==> config.mk <==
export PLATFORM = sky130hd
export DESIGN_NAME = regfile_write_arbiter
export DESIGN_NICKNAME = d
export VERILOG_FILES = /design/src/rtl/regfile_write_arbiter.sv
export SDC_FILE = /design/constraint.sdc
export NUM_CORES = 1
export LEC_CHECK = 0
export ABC_CLOCK_PERIOD_IN_PS = 1300
export CELL_PAD_IN_SITES_DETAIL_PLACEMENT = 0
export CELL_PAD_IN_SITES_GLOBAL_PLACEMENT = 1
export CORE_ASPECT_RATIO = 0.5
export CORE_MARGIN = 1
export CORE_UTILIZATION = 25
export DETAILED_ROUTE_END_ITERATION = 12
export PLACE_DENSITY_LB_ADDON = 0.1
export SETUP_SLACK_MARGIN = 0.2
export SYNTH_ARGS = -nofsm -noshare
export SYNTH_HDL_FRONTEND = slang
export SYNTH_SLANG_ARGS = --single-unit
==> constraint.sdc <==
create_clock -name clk -period 1.3 [get_ports clk]
set_clock_uncertainty 0.2 [all_clocks]
set_input_delay 0.39 -clock clk [delete_from_list [all_inputs] [get_ports clk]]
set_output_delay 0.39 -clock clk [all_outputs]
set_load 0.01 [all_outputs]
==> src/rtl/regfile_write_arbiter.sv <==
// Round-robin write-port arbiter that owns the register file decoder and data.
// Define REGFILE_ARB_CLEAR_EN to add a clear sweep that zeroes every register.
module regfile_write_arbiter #(
    parameter int unsigned NREQ     = 2,
    parameter int unsigned WIDTH    = 32,
    parameter int unsigned ZERO_REG = 31
) (
    input  logic                    clk,
    input  logic                    rst_n,
    input  logic [NREQ-1:0]         req_valid,
    input  logic [NREQ*5-1:0]       req_addr,
    input  logic [NREQ*WIDTH-1:0]   req_data,
    output logic [NREQ-1:0]         req_ready,
    input  logic                    clear_start,
    output logic [4:0]              dec_in,
    output logic                    dec_en,
    output logic [WIDTH-1:0]        wr_data,
    output logic                    busy
);

    localparam int unsigned AW    = 5;
    localparam int unsigned PTR_W = (NREQ > 1) ? $clog2(NREQ) : 1;
    localparam int unsigned SUM_W = PTR_W + 1;
    localparam logic [AW-1:0] ZERO_ADDR = AW'(ZERO_REG);

    logic [PTR_W-1:0] ptr_q, ptr_d;
    logic [PTR_W-1:0] grant_idx;
    logic             grant_vld;
    logic             run_ok;
    logic             transfer;
    logic [AW-1:0]    sel_addr;
    logic [WIDTH-1:0] sel_data;
    logic [AW-1:0]    dec_in_q, dec_in_d;
    logic             dec_en_q, dec_en_d;
    logic [WIDTH-1:0] wr_data_q, wr_data_d;

`ifdef REGFILE_ARB_CLEAR_EN
    typedef enum logic {
        S_CLEAR = 1'b0,
        S_RUN   = 1'b1
    } state_e;

    // Sweep skips the hardwired-zero register at either end of the range.
    localparam logic [AW-1:0] FIRST_ADDR = (ZERO_REG == 0)  ? AW'(1)  : AW'(0);
    localparam logic [AW-1:0] LAST_ADDR  = (ZERO_REG == 31) ? AW'(30) : AW'(31);

    state_e        state_q, state_d;
    logic [AW-1:0] cnt_q, cnt_d;
    logic [AW-1:0] cnt_inc;
    logic          busy_q, busy_d;

    assign run_ok = (state_q == S_RUN) && !clear_start;
    assign busy   = busy_q;
`else
    logic unused_clear_start;

    assign unused_clear_start = clear_start;
    assign run_ok             = 1'b1;
    assign busy               = 1'b0;
`endif

    // First valid requester at or after the round-robin pointer, wrapping at NREQ.
    always_comb begin : rr_search
        logic [SUM_W-1:0] pos;
        grant_vld = 1'b0;
        grant_idx = '0;
        pos       = '0;
        for (int unsigned k = 0; k < NREQ; k++) begin
            pos = SUM_W'(ptr_q) + SUM_W'(k);
            if (pos >= SUM_W'(NREQ)) begin
                pos = pos - SUM_W'(NREQ);
            end
            if (!grant_vld && req_valid[pos[PTR_W-1:0]]) begin
                grant_vld = 1'b1;
                grant_idx = pos[PTR_W-1:0];
            end
        end
    end

    assign transfer = grant_vld && run_ok;
    assign sel_addr = req_addr[AW*32'(grant_idx) +: AW];
    assign sel_data = req_data[WIDTH*32'(grant_idx) +: WIDTH];

    always_comb begin
        req_ready = '0;
        if (transfer) begin
            req_ready[grant_idx] = 1'b1;
        end
    end

    // Next-state: accepted writes first, then the clear FSM overrides when present.
    always_comb begin
        ptr_d     = ptr_q;
        dec_in_d  = dec_in_q;
        dec_en_d  = 1'b0;
        wr_data_d = wr_data_q;
`ifdef REGFILE_ARB_CLEAR_EN
        state_d   = state_q;
        cnt_d     = cnt_q;
        busy_d    = busy_q;
        cnt_inc   = cnt_q + AW'(1);
        if (cnt_inc == ZERO_ADDR) begin
            cnt_inc = cnt_q + AW'(2);
        end
`endif

        if (transfer) begin
            dec_in_d  = sel_addr;
            wr_data_d = sel_data;
            dec_en_d  = (sel_addr != ZERO_ADDR);
            ptr_d     = (32'(grant_idx) == NREQ - 1) ? '0 : grant_idx + PTR_W'(1);
        end

`ifdef REGFILE_ARB_CLEAR_EN
        case (state_q)
            S_CLEAR: begin
                if (clear_start) begin
                    cnt_d = FIRST_ADDR;
                end else begin
                    dec_in_d  = cnt_q;
                    dec_en_d  = 1'b1;
                    wr_data_d = '0;
                    if (cnt_q == LAST_ADDR) begin
                        state_d = S_RUN;
                        busy_d  = 1'b0;
                        cnt_d   = FIRST_ADDR;
                    end else begin
                        cnt_d = cnt_inc;
                    end
                end
            end
            S_RUN: begin
                if (clear_start) begin
                    state_d = S_CLEAR;
                    cnt_d   = FIRST_ADDR;
                    busy_d  = 1'b1;
                end
            end
            default: begin
                state_d = S_CLEAR;
                cnt_d   = FIRST_ADDR;
                busy_d  = 1'b1;
            end
        endcase
`endif
    end

    always_ff @(posedge clk or negedge rst_n) begin
        if (!rst_n) begin
            ptr_q     <= '0;
            dec_in_q  <= '0;
            dec_en_q  <= 1'b0;
            wr_data_q <= '0;
        end else begin
            ptr_q     <= ptr_d;
            dec_in_q  <= dec_in_d;
            dec_en_q  <= dec_en_d;
            wr_data_q <= wr_data_d;
        end
    end

`ifdef REGFILE_ARB_CLEAR_EN
    always_ff @(posedge clk or negedge rst_n) begin
        if (!rst_n) begin
            state_q <= S_CLEAR;
            cnt_q   <= FIRST_ADDR;
            busy_q  <= 1'b1;
        end else begin
            state_q <= state_d;
            cnt_q   <= cnt_d;
            busy_q  <= busy_d;
        end
    end
`endif

    assign dec_in  = dec_in_q;
    assign dec_en  = dec_en_q;
    assign wr_data = wr_data_q;

endmodule

==> results.cfg <==
[sta]
setup_tns_ns = -9.45
fmax_ghz = 0.607
rsz0062_at_grt = yes
worst_slack_ns = -0.348
hold_ws_ns = 0.302
post-route-min-period_ns = 1.65
drv_slew = 0
setup_viol = 77
finalCritPeriodShare_pct = 127
hold_violations = 0

[setup_path]
arrival_ns = 1.06
worstPathMaxFanout = 3
path_class = register to output pin
cp.required_ns = 0.71
crit_path_end_kind = output pin
start_kind = register

[pwr]
ir_drop_mv = 0.475
p_total_mw = 3.82
power_density_mw_per_mm2 = 1080
p_leak_nw = 1.56

[synthesis]
ys_seq_area_share_pct = 46.1
yosysWarningCount = 0
synth_compound_area_share_pct = 12.7
yosys.area_share.adder_pct = 0
syn_area_mm2 = 0.00212
netlist_instances = 216
synth_top_flop_cell = dfrtp_1
avgSynthCellArea_um2 = 9.81
ys_types = 20
synth_top_family_by_area = multiplexers
synth_xor_area_share_pct = 0
yosys.area_share.simple_pct = 14.4
synthMuxAreaShare_pct = 21.3
ys_ff_latch = 39
synthesis.nets = 295
synth-edff-count = 0
synthArstFlopShare_pct = 100

[final_layout]
final_common_cell = nor2_1
final_cell_mix = nor2_1, clkdlybuf4s50_1, dfrtp_1
fin_nets = 426
area_growth_pct = 67.2
fin_cells = 458
n_antenna_cell = 0
design_area_mm2 = 0.00354
drive_above_1_share_pct = 30.3

[floorplanning]
chipWidth_um = 132
row_count = 23
design.core.area_mm2 = 0.00812
initial_utilization_pct = 26.1
top_level_ports = 120
dieArea_mm2 = 0.00887
die_y_um = 67.1

[drt]
first_iter_violations = 75
wl_per_cell_um = 14.8
via_per_inst = 4.51
drt_wl_total_um = 6760
drt_first_pass_iters = 4
drc = 0
ant_nets = 0
dr_total_vias = 2067

[clock_tree]
clockRootBuffer = clkbuf_16
clkSinkCount = 39
clk_pin_slew_ns = 0.05
clk_latency_ns = 0.28
cts_max_path_buffers = 2
cts_buffers = 5
cts_tree = built
htreeDepth = 2

[run_status]
status = complete, but fails checks
violations = setup timing

[global_routing]
antenna_found_initial = 0
grt_util_all_layers_pct = 16.0
grt_max_degree = 40
grt.overflow.total = 0
grt_pass1_wl_um = 10800
grt_pass1_vias = 2108

[placement]
io_buffers = 117
dp.cells = 441
place_area_mm2 = 0.00343
place_hpwl_um = 4460
gp_congestion = 0.696

[min_path]
hp-class = input port to register

[job]
cap_viol_max_count = 0
-- area by class of cell --
class / count / area, um2
inverter: 2 / 10.0
multi-input combinational: 158 / 1050
fill: 819 / 4570
timing repair buffer: 141 / 1230
clock buffer: 6 / 129
sequential: 39 / 976
tap: 112 / 140
-- stage by stage --
stage	setup slack, ns	util (%)
2_1_floorplan	-0.111	-
3_3_place_gp	-0.661	42.2
3_5_place_dp	-0.701	42.2
4_1_cts	-0.374	42.9
5_1_grt	-0.377	43.6
6_report	-0.348	43.6
-- synth_stat cells, drive strengths merged, types with 2 or more instances --
cell type	instances	area, um2
mux2	37	450
dfrtp	39	976
nor2	74	278
o22ai	37	231
clkbuf	2	7.51
and3	2	12.5
nand3	2	10.0
inv	2	7.51
buf	15	100
-- timing repair --
item | 4_1_cts | 5_1_grt
resized for setup | 182 | 4
hold buffers | 1 | 0
gates cloned | 2 | 0
endpoints found under the hold margin | 39 | 0
buffers inserted | 3 | 5
endpoints found under the setup margin | 79 | 79
pin swaps | 2 | 1
-- routing by layer --
layer  global-route usage (%)  wire [um]  up-vias
met1                     19.4       3080      979
li1                         -          -     1022
met2                     27.8       3300       56
met3                     4.34        289       10
met4                     5.46         95        0
met5                        0          0        -
-- worst max-delay path: stages (launching register included) --
cell	delay, ns
dfrtp_1	0.40
a21bo_1	0.22
inv_4	0.06
buf_6	0.09
-- registers in the layout, indices dropped and copies added (netlist names) --
signal   count
dec_en       1
ptr_q        1
dec_in       5
wr_data     32
-- worst paths after layout --
path	endpoint	cells after the start	slack, ns	from
max in group asynchronous	wr_data[15]$_DFFE_PN0N_	3	0.28	rst_n
max	req_ready[0]	3	-0.35	ptr_q$_DFFE_PN0N_
max reg2reg	wr_data[29]$_DFFE_PN0N_	4	-0.18	ptr_q$_DFFE_PN0N_
min reg2reg	wr_data[4]$_DFFE_PN0N_	3	0.44	wr_data[4]$_DFFE_PN0N_
min in group asynchronous	wr_data[6]$_DFFE_PN0N_	3	0.42	rst_n
min	dec_in[0]$_DFFE_PN0N_	3	0.30	req_addr[0]
-- power by group --
part | switching [mW] | internal (mW) | leakage, nW | total (mW)
registers | 0.0876 | 1.38 | 0.447 | 1.47
logic | 0.527 | 0.693 | 1.05 | 1.22
clock network | 0.444 | 0.689 | 0.0628 | 1.13
total | 1.06 | 2.76 | 1.56 | 3.82
-- cell families (layout without fill, tap and decap cells) --
group                  after synthesis  in the layout
AOI/OAI and AO/OA                   41             41
buffers and inverters               19            149
DFF                                 39             39
muxes                               37             37
other                                1              1
and+or+nand+nor                     79             79
Power figures use the tool's default switching activity.
